`src/rtl/event_formatter_mc.sv`:
```
// Event formatter: drains one header block and per-channel FLAG/STOP/DATA words per event
// from the DRS4 channel FIFOs into a single downstream write port.
module event_formatter_mc #(
  parameter int NCH        = 8,
  parameter int DW         = 8,
  parameter int DEPTH_W    = 13,
  parameter int HDR_WORDS  = 32,
  parameter int FLAG_WORDS = 2,
  parameter int STOP_WORDS = 2,
  parameter int DATA_MULT  = 4
) (
  input  logic                 CLK,
  input  logic                 RST,
  input  logic [DEPTH_W-1:0]   DRS_READDEPTH,
  input  logic [NCH-1:0]       CH_MASK,
  input  logic                 ORDER_MODE,
  output logic                 CFIFO_RDEN,
  input  logic                 CFIFO_EMPTY,
  input  logic                 CFIFO_VALID,
  input  logic [DW-1:0]        CFIFO_DOUT,
  output logic [NCH-1:0]       DFIFO_RDEN,
  input  logic [NCH-1:0]       DFIFO_EMPTY,
  input  logic [NCH-1:0]       DFIFO_VALID,
  input  logic [NCH*DW-1:0]    DFIFO_DOUT,
  input  logic                 OUT_AFULL,
  output logic                 OUT_WREN,
  output logic [DW-1:0]        OUT_DATA,
  output logic                 BUSY,
  output logic [15:0]          EVT_CNT,
  output logic                 ERR
);

  function automatic int max2(input int a, input int b);
    return (a > b) ? a : b;
  endfunction

  localparam int CW = $clog2(NCH);
  localparam int PW = DEPTH_W + 3;
  localparam int LW = max2(PW, max2($clog2(HDR_WORDS + 1),
                                    max2($clog2(FLAG_WORDS + 1), $clog2(STOP_WORDS + 1))));

  typedef enum logic [2:0] {
    S_IDLE = 3'd0,
    S_HDR  = 3'd1,
    S_FLAG = 3'd2,
    S_STOP = 3'd3,
    S_DATA = 3'd4
  } state_t;

  state_t               state_r;
  logic [LW-1:0]        wc_r;
  logic [CW-1:0]        sel_r;
  logic [CW:0]          n_en_r;
  logic [CW-1:0]        list_r [NCH];
  logic [DEPTH_W-1:0]   depth_r;
  logic [15:0]          evt_cnt_r;
  logic                 busy_r;
  logic                 err_r;
  logic                 cfifo_rden_r;
  logic [NCH-1:0]       dfifo_rden_r;
  logic                 pend_c_r;
  logic [NCH-1:0]       pend_d_r;
  logic                 out_wren_r;
  logic [DW-1:0]        out_data_r;

  logic [CW-1:0]        list_s [NCH];
  logic [CW:0]          n_en_s;
  logic [CW-1:0]        ch_s;
  logic [CW-1:0]        chan_s;
  logic [PW-1:0]        data_lim_s;
  logic [LW-1:0]        limit_s;
  logic                 src_empty_s;
  logic                 go_s;
  logic                 last_s;
  logic                 phase_done_s;
  state_t               nxt_state_s;
  logic [DW-1:0]        word_s;
  logic                 valid_any_s;
  logic                 multi_s;
  logic                 orphan_s;

  // Build the compacted channel visiting order from the live config; latched at event start.
  always_comb begin
    list_s = '{default: '0};
    n_en_s = '0;
    ch_s   = '0;
    for (int j = 0; j < NCH; j++) begin
      ch_s = ORDER_MODE ? CW'((j < NCH / 2) ? 2 * j : 2 * (j - NCH / 2) + 1) : CW'(j);
      if (CH_MASK[ch_s]) begin
        list_s[n_en_s[CW-1:0]] = ch_s;
        n_en_s = n_en_s + (CW+1)'(1);
      end else begin
        n_en_s = n_en_s;
      end
    end
  end

  // Issue decision and end-of-phase detection for the current state and channel.
  always_comb begin
    chan_s      = list_r[sel_r];
    data_lim_s  = PW'(depth_r) * PW'(DATA_MULT);
    limit_s     = '0;
    src_empty_s = 1'b1;
    nxt_state_s = S_IDLE;
    case (state_r)
      S_HDR: begin
        limit_s     = LW'(HDR_WORDS);
        src_empty_s = CFIFO_EMPTY;
        nxt_state_s = (n_en_r == '0) ? S_IDLE : S_FLAG;
      end
      S_FLAG: begin
        limit_s     = LW'(FLAG_WORDS);
        src_empty_s = DFIFO_EMPTY[chan_s];
        nxt_state_s = S_STOP;
      end
      S_STOP: begin
        limit_s     = LW'(STOP_WORDS);
        src_empty_s = DFIFO_EMPTY[chan_s];
        nxt_state_s = (depth_r == '0) ? S_IDLE : S_DATA;
      end
      S_DATA: begin
        limit_s     = LW'(data_lim_s);
        src_empty_s = DFIFO_EMPTY[chan_s];
        nxt_state_s = S_IDLE;
      end
      default: begin
        limit_s     = '0;
        src_empty_s = 1'b1;
        nxt_state_s = S_IDLE;
      end
    endcase
    go_s         = (state_r != S_IDLE) && !OUT_AFULL && !src_empty_s;
    last_s       = (wc_r == limit_s - LW'(1));
    phase_done_s = (state_r == S_HDR) || ((CW+1)'(sel_r) == n_en_r - (CW+1)'(1));
  end

  // Event sequencer: phase/channel walk, read strobes, event counter and busy flag.
  always_ff @(posedge CLK) begin
    if (RST) begin
      state_r      <= S_IDLE;
      wc_r         <= '0;
      sel_r        <= '0;
      n_en_r       <= '0;
      list_r       <= '{default: '0};
      depth_r      <= '0;
      evt_cnt_r    <= 16'd0;
      busy_r       <= 1'b0;
      cfifo_rden_r <= 1'b0;
      dfifo_rden_r <= '0;
    end else begin
      cfifo_rden_r <= go_s && (state_r == S_HDR);
      dfifo_rden_r <= (go_s && (state_r != S_HDR)) ? (NCH'(1) << chan_s) : '0;
      case (state_r)
        S_IDLE: begin
          if (!CFIFO_EMPTY && !OUT_AFULL) begin
            depth_r <= DRS_READDEPTH;
            list_r  <= list_s;
            n_en_r  <= n_en_s;
            wc_r    <= '0;
            sel_r   <= '0;
            busy_r  <= 1'b1;
            state_r <= S_HDR;
          end
        end
        S_HDR, S_FLAG, S_STOP, S_DATA: begin
          if (go_s) begin
            if (last_s) begin
              wc_r <= '0;
              if (phase_done_s) begin
                sel_r   <= '0;
                state_r <= nxt_state_s;
                if (nxt_state_s == S_IDLE) begin
                  busy_r    <= 1'b0;
                  evt_cnt_r <= evt_cnt_r + 16'd1;
                end
              end else begin
                sel_r <= sel_r + CW'(1);
              end
            end else begin
              wc_r <= wc_r + LW'(1);
            end
          end
        end
        default: begin
          state_r <= S_IDLE;
          busy_r  <= 1'b0;
        end
      endcase
    end
  end

  // Outstanding-read record; kept through reset so reads issued just before it still count.
  always_ff @(posedge CLK) begin
    pend_c_r <= cfifo_rden_r;
    pend_d_r <= dfifo_rden_r;
  end

  // Returned-word select: CFIFO first, then the lowest-index valid channel.
  always_comb begin
    word_s = '0;
    for (int i = NCH - 1; i >= 0; i--) begin
      if (DFIFO_VALID[i]) begin
        word_s = DFIFO_DOUT[i*DW +: DW];
      end else begin
        word_s = word_s;
      end
    end
    if (CFIFO_VALID) begin
      word_s = CFIFO_DOUT;
    end else begin
      word_s = word_s;
    end
    valid_any_s = CFIFO_VALID || (|DFIFO_VALID);
    multi_s     = ($countones({CFIFO_VALID, DFIFO_VALID}) > 32'sd1);
    orphan_s    = (CFIFO_VALID && !pend_c_r) || (|(DFIFO_VALID & ~pend_d_r));
  end

  // Output register stage and sticky error flag.
  always_ff @(posedge CLK) begin
    if (RST) begin
      out_wren_r <= 1'b0;
      out_data_r <= '0;
      err_r      <= 1'b0;
    end else begin
      out_wren_r <= valid_any_s;
      if (valid_any_s) begin
        out_data_r <= word_s;
      end
      err_r <= err_r || multi_s || orphan_s;
    end
  end

  assign CFIFO_RDEN = cfifo_rden_r;
  assign DFIFO_RDEN = dfifo_rden_r;
  assign OUT_WREN   = out_wren_r;
  assign OUT_DATA   = out_data_r;
  assign BUSY       = busy_r;
  assign EVT_CNT    = evt_cnt_r;
  assign ERR        = err_r;

endmodule

```
`config.mk`:
```
export PLATFORM = sky130hd
export DESIGN_NAME = event_formatter_mc
export DESIGN_NICKNAME = d
export VERILOG_FILES = /design/src/rtl/event_formatter_mc.sv
export SDC_FILE = /design/constraint.sdc
export NUM_CORES = 1
export LEC_CHECK = 0
export CORE_MARGIN = 2
export CORE_UTILIZATION = 55
export CTS_CLUSTER_DIAMETER = 30
export DETAILED_ROUTE_END_ITERATION = 10
export PLACE_DENSITY = 0.84
export SLEW_MARGIN = 20
export SYNTH_ARGS = -nofsm -noshare
export SYNTH_HDL_FRONTEND = slang
export SYNTH_SLANG_ARGS = --single-unit
export TNS_END_PERCENT = 20
```
`constraint.sdc`:
```
create_clock -name CLK -period 16.4 [get_ports CLK]
set_input_delay 3.28 -clock CLK [delete_from_list [all_inputs] [get_ports CLK]]
set_output_delay 3.28 -clock CLK [all_outputs]
set_load 0.02 [all_outputs]
```
## Word-level counts from Yosys, hierarchy flattened

Cells that the tools add are included.

| storage, ports and cells | value |
|---|---|
| register bits | 108 |
| output and inout port bits | 36 |
| word-level logic and storage cells | 222 |

| operators by class | value |
|---|---|
| add/sub/neg operators | 20 |
| order comparisons | 23 |
| equal/unequal tests | 12 |
| shift-type cells | 1 |
| multiplexer cells | 91 |
| bitwise operators | 13 |
| reductions and logical operators | 40 |

Operators by type and width:

| kind | count |
|---|---|
| $mux 24 | 7 |
| $bwmux 24 | 5 |
| $mux 8 | 9 |
| $mux 3 | 22 |
| $demux 3 s3 | 7 |
| $mux 16 | 3 |
| $pmux 15 s3 | 1 |
| $add 16x1->16 const B | 2 |
| $ge 4x4->1 const B | 8 |
| $pmux 16 s2 | 1 |
| $lt 4x1->1 const B | 7 |
| $mux 4 | 7 |
| $not 3->4 | 7 |
| $add 4x1->4 const B | 6 |
| $and 23x24->24 | 1 |
| $lt 3x4->1 const B | 6 |
| $or 24x24->24 | 1 |
| $bmux 1 s3 | 7 |
| $eq 16x16->1 | 1 |
| $reduce_or 8->1 | 2 |
| $sub 16x1->16 const B | 1 |
| $logic_and 1x1->1 | 13 |
| $logic_not 13->1 | 1 |
| $mux 1 | 13 |
| 38 further kinds | 62 |

## Logic depth before layout (Yosys ltp)

Gate-level depths: netlist of the first run.

| depth | value |
|---|---|
| word-level depth | 21 |
| gate-level depth with buffers | 32 |

## Worst setup path after synthesis of the first run

No wires, ideal clock.

| timing | value |
|---|---|
| path type | input to register |
| start | input port ORDER_MODE |
| end | register n_en_r[1] |
| setup time | 0.132 ns |
| data arrival time | 8.600 ns |
| required time | 16.268 ns |
| setup slack | 7.668 ns |
| cell stages on the path | 32 |
| path buffers | 8 |
| path through | buf_2 buf_1 clkbuf_1 clkbuf_1 a21oi_1 inv_1 ha_1 inv_1 mux2i_1 ha_1 or2_2 o21a_1 clkbuf_1 ha_1 nand2_1 and2_1 clkbuf_1 inv_1 ha_1 nor2_1 a31oi_1 clkbuf_1 ha_1 nand2_1 and2_1 clkbuf_1 inv_1 ha_1 nand2_1 o21ai_0 nand2_1 a21oi_1 |

| between the ends | value |
|---|---|
| word-level cells in the longest chain between the ends | 16 |
| elaborated cells on any way between the ends | 31 |

Ends and longest elaborated chain:

| item | RTL line | source |
|---|---|---|
| start, declared | 16 | `input logic ORDER_MODE,` |
| $mux 2 | 88 | `ch_s = ORDER_MODE ? CW'((j < NCH / 2) ? 2 * j : 2 * (j - NCH / 2) + 1) : CW'(j);` |
| $bmux 1 s3 | 89 | `if (CH_MASK[ch_s]) begin` |
| $mux 1 (not written as such) | 89 |  |
| $mux 4 | 89 |  |
| $add 4x1->4 | 91 | `n_en_s = n_en_s + (CW+1)'(1);` |
| $mux 4 | 89 |  |
| $add 4x1->4 | 91 |  |
| $mux 4 | 89 |  |
| $add 4x1->4 | 91 |  |
| $mux 4 | 89 |  |
| $add 4x1->4 | 91 |  |
| $mux 4 | 89 |  |
| $add 4x1->4 | 91 |  |
| $mux 4 * | 89 |  |
| $add 4x1->4 | 91 |  |
| $mux 4 * | 89 |  |
| end signal, assigned | 158 | `n_en_r <= n_en_s;` |
| end, declared | 53 | `logic [CW:0] n_en_r;` |

Every way passes the cells marked *; elsewhere a longest branch is shown, timed or not. The select of a mux whose other input is x is not followed.
A chain may end at the register's enable or synchronous reset.

## Final worst setup path of the first run

Ends and elaborated chain as after synthesis.

==> tab_implementation.tex, run 1 <==
\begin{tabular}{lr}
\hline
Metric & Value \\
\hline
\multicolumn{2}{l}{\textbf{Placed design}} \\
\quad Final Wtd Congestion & 1.007 \\
\quad Post-DP HPWL & 17.87 mm \\
\quad Number of buffers added on ports & 150 \\
\multicolumn{2}{l}{\textbf{Route}} \\
\quad Number of design-rule violations left by the first detailed-router iteration & 662 \\
\quad Detail-routed via count per cell & 6.097 \\
\quad Number of vias in the routed layout & 7963 \\
\quad Pre-Repair DR Iteration Count & 6 \\
\quad Detailed-route DRC error count & 0 \\
\quad Average routed wire per standard cell & about 18 µm \\
\quad Overall routed net length & approximately 23 mm \\
\quad Antenna-violating nets left & 0 \\
\multicolumn{2}{l}{\textbf{Clock tree}} \\
\quad Clock insertion delay at the later pin of the skew report & 0.36 ns \\
\quad CTS hold repair buffers & 0 \\
\quad Buffer cell driving the clock tree root & clkbuf\_16 \\
\quad Clock tree from TritonCTS & yes \\
\quad Clock-pin slew on the worst setup and hold paths & roughly 0.080 ns \\
\quad Num Clock Sinks & approximately 110 \\
\quad Post-CTS setup-driven buffer insertion count & 0 \\
\quad Number of levels in the clock H-tree & 3 \\
\quad Largest buffer count on any clock path & 2 \\
\quad \# resized after CTS & 0 \\
\quad TritonCTS buffer count & 9 \\
\multicolumn{2}{l}{\textbf{Timing}} \\
\quad Slew at the pin closest to its max-slew limit & just under 0.9 ns \\
\quad Min cycle time layout & 9.289 ns \\
\quad Worst clock skew on the final layout & roughly 0.018 ns \\
\quad Worst relative slew slack & 0.4035 \\
\quad Setup TNS & 0 ns \\
\quad Maximum operating frequency & $\sim$110 MHz \\
\quad Fin. Hold Viols & 0 \\
\quad Count of final max-slew check failures & 0 \\
\quad Setup repair after global routing missed its margin & false \\
\quad Setup violators final & 0 \\
\quad Final period util & 0.5664 \\
\multicolumn{2}{l}{\textbf{Layout}} \\
\quad Fraction of layout cells with a size suffix above 1 & 0.04529 \\
\quad Commonest cells after routing, fill and taps aside & clkdlybuf4s50\_1 (149), nor2\_1 (125), dfxtp\_1 (108), nand2\_1 (108), o21ai\_0 (74) \\
\quad Layout net count & 1259 \\
\quad Most common cell after layout, fill and taps aside & clkdlybuf4s50\_1 \\
\quad \# diodes & 0 \\
\quad Synthesis-to-finish area growth & 22.90\% \\
\multicolumn{2}{l}{\textbf{Synth}} \\
\quad Syn\_nets & between 1000 and 1500 \\
\quad Compound-gate portion of the synthesized area & 0.2266 \\
\quad Count of flip-flops with a built-in enable after synthesis & 0 \\
\quad Synth Warn \# & 0 \\
\quad Sequential area share after synthesis & 0.2787 \\
\quad Synthesized area divided by synthesized cell count & 7.584 µm² \\
\quad Most used flip-flop cell after synthesis & dfxtp\_1 \\
\quad Post-synthesis share of cell area spent on xor and xnor gates & 0.07160 \\
\quad Fraction of synthesized area in multiplexers & 0.06080 \\
\quad Instance count of the mapped netlist & a little over 1000 \\
\quad Combinational family with the most area after synthesis & simple AND/OR/NAND/NOR gates \\
\quad Count of unique library cells instantiated by Yosys & 79 \\
\quad Asr flop ratio synth & 0 \\
\quad Post-synthesis cell area & roughly 7800 µm² \\
\quad Adder-Cell Fraction of Synth Area & 0.04290 \\
\quad Post-Synth Simple-Gate Area & 0.2637 \\
\quad Total of flip-flops plus latches after synthesis & 108 \\
\multicolumn{2}{l}{\textbf{Worst setup path}} \\
\quad Type of the worst setup path & input pin to flop \\
\quad Worst path slowest cell & fa\_1 \\
\quad R2R Setup Slk & 11.85 ns \\
\quad Maximum fanout encountered on the critical timing path & between 40 and 50 \\
\quad Worst setup EP type & flop \\
\quad Critical path data arrival time & 9.50 ns \\
\quad Max incr delay on CP & 0.92 ns \\
\quad Startpoint type of the worst setup path & input pin \\
\quad Crit path top cell by count & ha\_1 \\
\quad Data required time at the worst endpoint & around 17 ns \\
\multicolumn{2}{l}{\textbf{GRT}} \\
\quad Most heavily used metal layer in global routing & met2 \\
\quad Number of global-route vias before repair & slightly above 7000 \\
\quad Maximum number of pins on one net before global-route repair & 75 \\
\quad Met2 usage in global routing & 0.4893 \\
\quad GRT overflow & 0 \\
\quad Overall track demand over capacity in global routing & 0.3027 \\
\quad Antenna violations before repair & 0 \\
\quad Met1 GRT Util & 0.3944 \\
\quad Global-route wire length before repair & roughly 36 mm \\
\quad Met3 demand-to-capacity share in global routing & 0.04786 \\
\multicolumn{2}{l}{\textbf{Floorplan}} \\
\quad Horizontal die dimension & 122.8 µm \\
\quad Initial standard-cell utilization of the core & 0.5611 \\
\quad Total number of placement rows & 43 \\
\quad Area of the core & between 10000 and 15000 µm² \\
\quad Vert. Die Dim & 122.8 µm \\
\quad Number of top-level pins & 151 \\
\quad Die area & 15070 µm² \\
\multicolumn{2}{l}{\textbf{Power}} \\
\quad Leakage Power & $\sim$3.4 nW \\
\quad PD cells & between 70 and 80 nW/µm² \\
\quad Total Power Consumption & around 0.76 mW \\
\quad Worst IR Drop VDD & between 50 and 60 µV \\
\multicolumn{2}{l}{\textbf{Status}} \\
\quad Status & finished, final reports clean \\
\multicolumn{2}{l}{\textbf{Job}} \\
\quad Maximum capacitance violations & 0 \\
\multicolumn{2}{l}{\textbf{Min path}} \\
\quad Worst min path class & flop to flop \\
\hline
\end{tabular}
## registers in the layout (all words and copies together) (netlist names)
name	flops
list_r	24
EVT_CNT	16
wc_r	16
depth_r	13
DFIFO_RDEN	8
OUT_DATA	8
pend_d_r	8
n_en_r	4
sel_r	3
state_r	3
BUSY	1
CFIFO_RDEN	1
ERR	1
OUT_WREN	1
pend_c_r	1
## cells in the mapped netlist, types with 13 or more instances
master / n / area (µm²)
a211oi_1: 19 / 142.6
a21oi_1: 51 / 255.2
a311oi_1: 13 / 113.9
a31oi_1: 21 / 131.4
and2_1: 13 / 81.33
clkbuf_1: 51 / 191.4
dfxtp_1: 108 / 2162
ha_1: 17 / 212.7
inv_1: 36 / 135.1
mux2i_1: 28 / 280.3
nand2_1: 108 / 405.4
nand3_1: 32 / 160.2
nand4_1: 16 / 100.1
nor2_1: 125 / 469.2
nor3_1: 31 / 155.2
nor4_1: 20 / 125.1
o211ai_1: 16 / 120.1
o21ai_0: 74 / 370.4
or3_1: 13 / 81.33
xnor2_1: 32 / 280.3
xor2_1: 27 / 236.5
## path summary, 6_finish.rpt
path | startpoint | depth (start not counted) | end
worst max register to register | state_r[1]$_SDFFE_PP0P_ | 13 | EVT_CNT[15]$_SDFFE_PP0P_
worst min-delay path | DFIFO_RDEN[4]$_SDFF_PP0_ | 0 | pend_d_r[4]$_DFF_P_
worst min register to register | DFIFO_RDEN[4]$_SDFF_PP0_ | 0 | pend_d_r[4]$_DFF_P_
worst max-delay path | ORDER_MODE | 25 | n_en_r[1]$_SDFFE_PP0P_
## worst max-delay path, delay by kind of cell
family / cells / cell delay, ns
AND/OR/NAND/NOR: 9 / 1.24
AO/OA/AOI/OAI: 5 / 1.24
buffers and inverters: 5 / 1.21
adder cells (fa/ha/maj): 6 / 2.50
## power by group
group	switching [mW]	total [mW]	internal, mW
Sequential	0.0115	0.285	0.273
Clock	0.112	0.221	0.109
Combinational	0.144	0.250	0.105
Total	0.267	0.755	0.488
## per-stage QoR
step	hold WS [ns]	instances	util	worst slack [ns]	cell area, µm²
6_report	0.3466	1306	0.6896	7.111	9535
5_1_grt	0.3548	1306	0.6896	6.643	9535
4_1_cts	0.3494	1306	0.6896	7.204	9535
3_5_place_dp	0.3429	1290	0.6671	6.814	9224
3_3_place_gp	0.3361	1290	0.6671	6.959	9224
2_1_floorplan	0.4339	1023	-	7.668	7759
## area by class of cell
| type | count | area [µm²] |
|---|---|---|
| clock buffers | 9 | 225.2 |
| fillers | 1163 | 4292 |
| repair buffers | 154 | 1526 |
| clock inverters | 7 | 86.33 |
| flip-flops and latches | 108 | 2162 |
| multi-input cells | 809 | 5164 |
| well taps | 180 | 225.2 |
| inverters | 39 | 146.4 |
## per-layer routing
layer  up-vias  routed length, µm
met5         -                  0
met4         0                842
met3        65               1529
met2       304              10920
met1      3688               9873
li1       3906                  -
## cells by family (layout without fill, tap and decap cells)
| logic type | count (synthesis) | after routing |
|---|---|---|
| buffers and inverters | 106 | 209 |
| xor gates and xnor gates | 61 | 61 |
| and+or+nand+nor | 419 | 419 |
| adders and majority gates | 23 | 23 |
| muxes | 40 | 40 |
| AOI/OAI and AO/OA | 266 | 266 |
| DFF | 108 | 108 |
No activity file was read; power rests on OpenSTA's default activity.
==> run 2: changes to the inputs <==
- CORE_UTILIZATION: 55 -> 48
- PLACE_DENSITY: 0.84 -> 0.78
- clock period: 16.4 -> 8.3 ns (I/O delays scaled with it)
==> run 2 against run 1 <==
  * Wire length fell by 0.69%
  * Via count fell by 0.98%
  * Sequential share of layout area fell by 0.18 points
  * Sequential cell count did not move
  * Non-clock buffer count rose by 2
  * Core utilization fell by 8.2 points
  * Critical path depth fell by 1
  * Highest routed layer unchanged
  * Combinational power rose by 98%
  * Critical endpoint unchanged
  * Clock skew barely moved
  * Register-to-register slack got worse by 8.1 ns
==> tab_implementation.tex, run 2 (synthesis gave the netlist of run 1 again) <==
\begin{tabular}{lr}
\hline
Metric & Value \\
\hline
\multicolumn{2}{l}{\textbf{Route}} \\
\quad Detail-routed via count per cell & around 6 \\
\quad Number of design-rule violations left by the first detailed-router iteration & slightly below 600 \\
\quad Detailed-route DRC error count & 0 \\
\quad Number of vias in the routed layout & 7885 \\
\quad Average routed wire per standard cell & around 17 µm \\
\quad Overall routed net length & about 23 mm \\
\quad Antenna-violating nets left & 0 \\
\quad Pre-Repair DR Iteration Count & 5 \\
\multicolumn{2}{l}{\textbf{Power}} \\
\quad Clock network fraction of total power & 0.304 \\
\quad Switching Share & 0.3450 \\
\quad Switching power & 0.5237 mW \\
\quad Worst IR Drop VDD & around 83 µV \\
\quad PD cells & around 160 nW/µm² \\
\quad Register share of total power & 0.370 \\
\quad Logic gate share of total power & 0.325 \\
\quad Internal power & a little under 1 mW \\
\quad Leakage Power & approximately 3.4 nW \\
\multicolumn{2}{l}{\textbf{Timing}} \\
\quad Maximum operating frequency & around 130 MHz \\
\quad Fin worst setup slack & around 0.89 ns \\
\quad Count of final max-slew check failures & 0 \\
\quad Setup repair after global routing missed its margin & false \\
\quad Setup TNS & 0 ns \\
\quad Min cycle time layout & roughly 7.4 ns \\
\quad Worst relative slew slack & 0.3403 \\
\quad Setup violators final & 0 \\
\quad Worst clock skew on the final layout & roughly 0.018 ns \\
\quad Final period util & 0.8930 \\
\quad Fin. Hold Viols & 0 \\
\quad Slew at the pin closest to its max-slew limit & $\sim$1 ns \\
\multicolumn{2}{l}{\textbf{Worst setup path}} \\
\quad WP buf/inv & 4 \\
\quad Reg-to-reg startpoint & state\_r[1]\$\_SDFFE\_PP0P\_ \\
\quad Startpoint type of the worst setup path & input pin \\
\quad R2R Setup Slk & between 3 and 4 ns \\
\quad Worst setup EP type & flop \\
\quad Crit path top cell by count & ha\_1 \\
\quad Maximum fanout encountered on the critical timing path & 24 \\
\quad Data required time at the worst endpoint & 8.51 ns \\
\quad Worst-case reg-to-reg path depth & 13 \\
\quad Top Family by Delay on Critical Path & adder cells \\
\quad Type of the worst setup path & input pin to flop \\
\quad Max incr delay on CP & between 0.9 and 1 ns \\
\quad Sequence of cells on the critical path & clkdlybuf4s50\_1 > nor2b\_1 > a21oi\_1 > inv\_1 > fa\_1 > ha\_1 > or2\_2 > o21a\_1 > ha\_1 > nand2\_1 > and2\_1 > inv\_1 > ha\_1 > nor2\_1 > a31oi\_1 > ha\_1 > nand2\_1 > and2\_1 > inv\_1 > ha\_1 > nand2\_1 > o21ai\_0 > nand2\_1 > a21oi\_1 \\
\quad Critical path data arrival time & $\sim$7.6 ns \\
\quad Worst path slowest cell & clkdlybuf4s50\_1 \\
\quad Worst R2R End & EVT\_CNT[15]\$\_SDFFE\_PP0P\_ \\
\multicolumn{2}{l}{\textbf{Layout}} \\
\quad Commonest cells after routing, fill and taps aside & clkdlybuf4s50\_1 (149), nor2\_1 (125), dfxtp\_1 (108), nand2\_1 (108), o21ai\_0 (74) \\
\quad \# diodes & 0 \\
\quad Flip-flop count of the largest register after layout & 24 \\
\quad Most common cell after layout, fill and taps aside & clkdlybuf4s50\_1 \\
\quad Layout net count & approximately 1300 \\
\quad Fraction of layout cells with a size suffix above 1 & 0.04699 \\
\quad Register ranked first by flip-flop count & list\_r \\
\quad Synthesis-to-finish area growth & 23.88\% \\
\multicolumn{2}{l}{\textbf{Floorplan}} \\
\quad Initial standard-cell utilization of the core & 0.4902 \\
\quad Vert. Die Dim & between 100 and 150 µm \\
\quad Total number of placement rows & 46 \\
\quad Number of top-level pins & 151 \\
\quad Die area & 17200 µm² \\
\quad Area of the core & 15830 µm² \\
\quad Horizontal die dimension & between 100 and 150 µm \\
\multicolumn{2}{l}{\textbf{Status}} \\
\quad Status & finished, final reports clean \\
\multicolumn{2}{l}{\textbf{Placed design}} \\
\quad Number of buffers added on ports & 150 \\
\quad Post-DP HPWL & 17.85 mm \\
\quad Post-placement setup slack & just over 0.6 ns \\
\quad Final Wtd Congestion & 0.9509 \\
\multicolumn{2}{l}{\textbf{Clock tree}} \\
\quad Post-CTS setup-driven buffer insertion count & 0 \\
\quad Number of levels in the clock H-tree & 3 \\
\quad Buffer cell driving the clock tree root & clkbuf\_16 \\
\quad Clock tree from TritonCTS & yes \\
\quad Num Clock Sinks & 108 \\
\quad TritonCTS buffer count & 9 \\
\quad Largest buffer count on any clock path & 2 \\
\quad \# resized after CTS & 0 \\
\quad Clock insertion delay at the later pin of the skew report & $\sim$0.36 ns \\
\quad Clock-pin slew on the worst setup and hold paths & 0.08 ns \\
\quad CTS hold repair buffers & 0 \\
\multicolumn{2}{l}{\textbf{Min path}} \\
\quad Worst min path class & flop to flop \\
\quad End point of the worst hold path & pend\_d\_r[0]\$\_DFF\_P\_ \\
\quad Depth of the worst hold-timing path & 0 \\
\quad Hold Startpoint & DFIFO\_RDEN[0]\$\_SDFF\_PP0\_ \\
\multicolumn{2}{l}{\textbf{GRT}} \\
\quad Overall track demand over capacity in global routing & 0.2599 \\
\quad Maximum number of pins on one net before global-route repair & 75 \\
\quad Number of global-route vias before repair & a little over 7000 \\
\quad GRT overflow & 0 \\
\quad Global-route wire length before repair & approximately 37 mm \\
\quad Antenna violations before repair & 0 \\
\multicolumn{2}{l}{\textbf{Job}} \\
\quad Maximum capacitance violations & 0 \\
\hline
\end{tabular}
[run 2: cell types whose count changed in the layout (fill, tap and decap cells not counted), sizes merged]
cell / previous run / this run
buf: 5 / 7
bufinv: 0 / 1
clkinv: 7 / 6
[run 2: layout make-up]
type	count	area, µm²
clock inverter	7	102.6
fill	1444	6216
clock buffer	9	225.2
tap	216	270.3
timing repair buffer	156	1541
sequential	108	2162
inverter	39	146.4
multi-input combinational	809	5164
[run 2: worst max-delay path by stage]
stage / startpoint / slack (ns) / depth (start not counted) / end
after floorplan: ORDER_MODE / 1.19 / 32 / n_en_r[1]$_SDFFE_PP0P_
after detailed placement: ORDER_MODE / 0.60 / 24 / n_en_r[1]$_SDFFE_PP0P_
after global routing: ORDER_MODE / 0.35 / 26 / n_en_r[1]$_SDFFE_PP0P_
after global placement: ORDER_MODE / 0.82 / 24 / n_en_r[1]$_SDFFE_PP0P_
final: ORDER_MODE / 0.89 / 24 / n_en_r[1]$_SDFFE_PP0P_
after CTS: ORDER_MODE / 0.97 / 24 / n_en_r[1]$_SDFFE_PP0P_
[run 2: layer usage]
| layer | GRT usage | wire length (µm) | vias to the layer above |
|---|---|---|---|
| met5 | 0 | 0 | - |
| met4 | 0.1002 | 696 | 0 |
| met3 | 0.04205 | 1263 | 56 |
| met2 | 0.4515 | 11120 | 282 |
| met1 | 0.3232 | 9933 | 3641 |
| li1 | - | - | 3906 |
[run 2: through the flow]
step                      std cells  utilization  hold WS, ns  area, µm²  total power, mW
after floorplan                1023            -       0.4339       7759           0.9129
after global placement         1328       0.5866       0.3355       9284            1.051
after detailed placement       1328       0.5866       0.3392       9284            1.060
after CTS                      1344       0.6073       0.3538       9612            1.519
after global routing           1344       0.6073       0.3546       9612            1.601
final                          1344       0.6073       0.3523       9612            1.518
[run 2: power by group through the flow]
stage | clock, mW | sequential, mW | combinational [mW]
floorplan | 0 | 0.569 | 0.344
finish | 0.462 | 0.562 | 0.494
global route | 0.486 | 0.565 | 0.549
global placement | 0 | 0.573 | 0.478
detailed placement | 0 | 0.574 | 0.486
CTS | 0.469 | 0.562 | 0.489
==> run 3: changes to the inputs <==
- CORE_UTILIZATION: 48 -> 55
- DONT_BUFFER_PORTS: not set -> 1
- PLACE_DENSITY: 0.78 -> 0.73
==> run 3 against run 2 <==
  * Maximum frequency increased by 16%
  * Combinational power fell by 18%
  * Clock power fell by 5.4%
  * Cell count decreased by 14%
  * Wire length down 12%
  * Critical path type unchanged
==> tab_implementation.tex, run 3 (synthesis gave the netlist of run 1 again) <==
\begin{tabular}{lr}
\hline
Metric & Value \\
\hline
\multicolumn{2}{l}{\textbf{Route}} \\
\quad Detailed-route DRC error count & 0 \\
\quad Average routed wire per standard cell & approximately 18 µm \\
\quad Overall routed net length & 20.36 mm \\
\quad Number of design-rule violations left by the first detailed-router iteration & around 560 \\
\quad Antenna-violating nets left & 0 \\
\quad Pre-Repair DR Iteration Count & 5 \\
\quad Number of vias in the routed layout & 7237 \\
\quad Detail-routed via count per cell & 6.260 \\
\multicolumn{2}{l}{\textbf{Clock tree}} \\
\quad Post-CTS setup-driven buffer insertion count & 0 \\
\quad TritonCTS buffer count & 9 \\
\quad Clock-pin slew on the worst setup and hold paths & approximately 0.08 ns \\
\quad \# resized after CTS & 0 \\
\quad Number of levels in the clock H-tree & 3 \\
\quad Clock tree from TritonCTS & yes \\
\quad Num Clock Sinks & between 100 and 150 \\
\quad CTS hold repair buffers & 0 \\
\quad Buffer cell driving the clock tree root & clkbuf\_16 \\
\quad Clock insertion delay at the later pin of the skew report & 0.36 ns \\
\quad Largest buffer count on any clock path & 2 \\
\multicolumn{2}{l}{\textbf{Min path}} \\
\quad Depth of the worst hold-timing path & 0 \\
\quad Worst min path class & flop to flop \\
\quad End point of the worst hold path & pend\_d\_r[3]\$\_DFF\_P\_ \\
\quad Hold Startpoint & DFIFO\_RDEN[3]\$\_SDFF\_PP0\_ \\
\multicolumn{2}{l}{\textbf{Worst setup path}} \\
\quad Type of the worst setup path & input pin to flop \\
\quad Critical path data arrival time & between 6 and 7 ns \\
\quad Worst setup EP type & flop \\
\quad Startpoint type of the worst setup path & input pin \\
\quad Maximum fanout encountered on the critical timing path & 17 \\
\quad Worst R2R End & wc\_r[9]\$\_SDFFE\_PP0P\_ \\
\quad Reg-to-reg startpoint & state\_r[1]\$\_SDFFE\_PP0P\_ \\
\quad Worst-case reg-to-reg path depth & 13 \\
\quad Data required time at the worst endpoint & $\sim$8.6 ns \\
\quad R2R Setup Slk & around 4 ns \\
\multicolumn{2}{l}{\textbf{Timing}} \\
\quad Min cycle time layout & between 6 and 7 ns \\
\quad Maximum operating frequency & 155.9 MHz \\
\quad Count of final max-slew check failures & 0 \\
\quad Setup repair after global routing missed its margin & false \\
\quad Final period util & 0.7729 \\
\quad Setup TNS & 0 ns \\
\quad Worst relative slew slack & 0.4304 \\
\quad Hold Worst Slack & around 0.46 ns \\
\quad Setup violators final & 0 \\
\quad Worst clock skew on the final layout & 0.01359 ns \\
\quad Fin. Hold Viols & 0 \\
\quad Slew at the pin closest to its max-slew limit & around 0.85 ns \\
\multicolumn{2}{l}{\textbf{Job}} \\
\quad Maximum capacitance violations & 0 \\
\multicolumn{2}{l}{\textbf{Floorplan}} \\
\quad Vert. Die Dim & 122.8 µm \\
\quad Die area & 15070 µm² \\
\quad Number of top-level pins & 151 \\
\quad Horizontal die dimension & $\sim$120 µm \\
\quad Initial standard-cell utilization of the core & 0.5611 \\
\quad Total number of placement rows & 43 \\
\quad Area of the core & $\sim$14000 µm² \\
\multicolumn{2}{l}{\textbf{Layout}} \\
\quad Fraction of layout cells with a size suffix above 1 & 0.05123 \\
\quad Most common cell after layout, fill and taps aside & nor2\_1 \\
\quad Utilization of the core after routing & 0.5807 \\
\quad Commonest cells after routing, fill and taps aside & nor2\_1 (125), dfxtp\_1 (108), nand2\_1 (108), o21ai\_0 (74), a21oi\_1 (51) \\
\quad Layout net count & around 1100 \\
\quad Flip-flop count of the largest register after layout & 24 \\
\quad Register ranked first by flip-flop count & list\_r \\
\quad Synthesis-to-finish area growth & 3.483\% \\
\quad Filler Cells Inserted & around 1300 \\
\quad \# diodes & 0 \\
\multicolumn{2}{l}{\textbf{Power}} \\
\quad Worst IR Drop VDD & around 97 µV \\
\quad Leakage Power & around 2.8 nW \\
\quad PD cells & about 180 nW/µm² \\
\quad Total Power Consumption & 1.409 mW \\
\multicolumn{2}{l}{\textbf{GRT}} \\
\quad GRT overflow & 0 \\
\quad Number of global-route vias before repair & roughly 6500 \\
\quad Overall track demand over capacity in global routing & 0.2642 \\
\quad Global-route wire length before repair & between 30 and 40 mm \\
\quad Antenna violations before repair & 0 \\
\quad Maximum number of pins on one net before global-route repair & 75 \\
\multicolumn{2}{l}{\textbf{Placed design}} \\
\quad Final Wtd Congestion & 0.9840 \\
\quad Number of buffers added on ports & 0 \\
\quad Post-DP HPWL & between 15 and 20 mm \\
\multicolumn{2}{l}{\textbf{Status}} \\
\quad Status & finished, final reports clean \\
\hline
\end{tabular}
[run 3: power by group]
part | switching [mW] | internal (mW)
clock | 0.217 | 0.221
sequential | 0.0280 | 0.540
combinational | 0.246 | 0.158
[run 3: final cells by class]
| cell class | count | area (µm²) | area share |
|---|---|---|---|
| multi-input combinational | 809 | 5164 | 0.6431 |
| clock inverter | 6 | 62.56 | 0.007792 |
| timing repair buffer | 4 | 30.03 | 0.003740 |
| clock buffer | 10 | 239.0 | 0.02976 |
| tap | 180 | 225.2 | 0.02805 |
| inverter | 39 | 146.4 | 0.01823 |
| sequential | 108 | 2162 | 0.2693 |
[run 3: per-stage QoR]
stage	cells	setup slack, ns	cell area (µm²)
2_1_floorplan	1023	1.188	7759
3_3_place_gp	1140	1.751	7727
3_5_place_dp	1140	1.581	7727
4_1_cts	1156	1.943	8029
5_1_grt	1156	1.498	8029
6_report	1156	1.885	8029
[run 3: worst max-delay path by stage]
stage	startpoint	endpoint	slack, ns	cells past startpoint
2_1_floorplan	ORDER_MODE	n_en_r[1]$_SDFFE_PP0P_	1.19	32
3_3_place_gp	CH_MASK[1]	n_en_r[1]$_SDFFE_PP0P_	1.75	24
3_5_place_dp	CH_MASK[1]	n_en_r[3]$_SDFFE_PP0P_	1.58	23
4_1_cts	CH_MASK[1]	n_en_r[3]$_SDFFE_PP0P_	1.94	23
5_1_grt	CH_MASK[1]	n_en_r[3]$_SDFFE_PP0P_	1.50	23
6_report	CH_MASK[1]	n_en_r[3]$_SDFFE_PP0P_	1.88	23
[run 3: routing by layer]
layer | global-route usage | vias up | wire (µm)
li1 | - | 3613 | -
met1 | 0.3313 | 3384 | 8767
met2 | 0.4610 | 209 | 10090
met3 | 0.04507 | 31 | 1130
met4 | 0.08046 | 0 | 376
met5 | 0 | - | 0
[run 3: worst max-delay path, stage by stage]
cell     delay [ns]
nor2b_1        0.13
a21oi_1        0.22
inv_1          0.12
fa_1           0.94
ha_1           0.33
or2_2          0.31
o21a_1         0.21
ha_1           0.31
nand2_1        0.07
and2_1         0.28
inv_1          0.12
ha_1           0.29
nor2_1         0.04
a31oi_1        0.15
buf_4          0.18
ha_1           0.24
nand2_1        0.05
and2_1         0.24
inv_1          0.15
and3_1         0.25
xnor2_1        0.17
nand2_1        0.07
a21oi_1        0.17
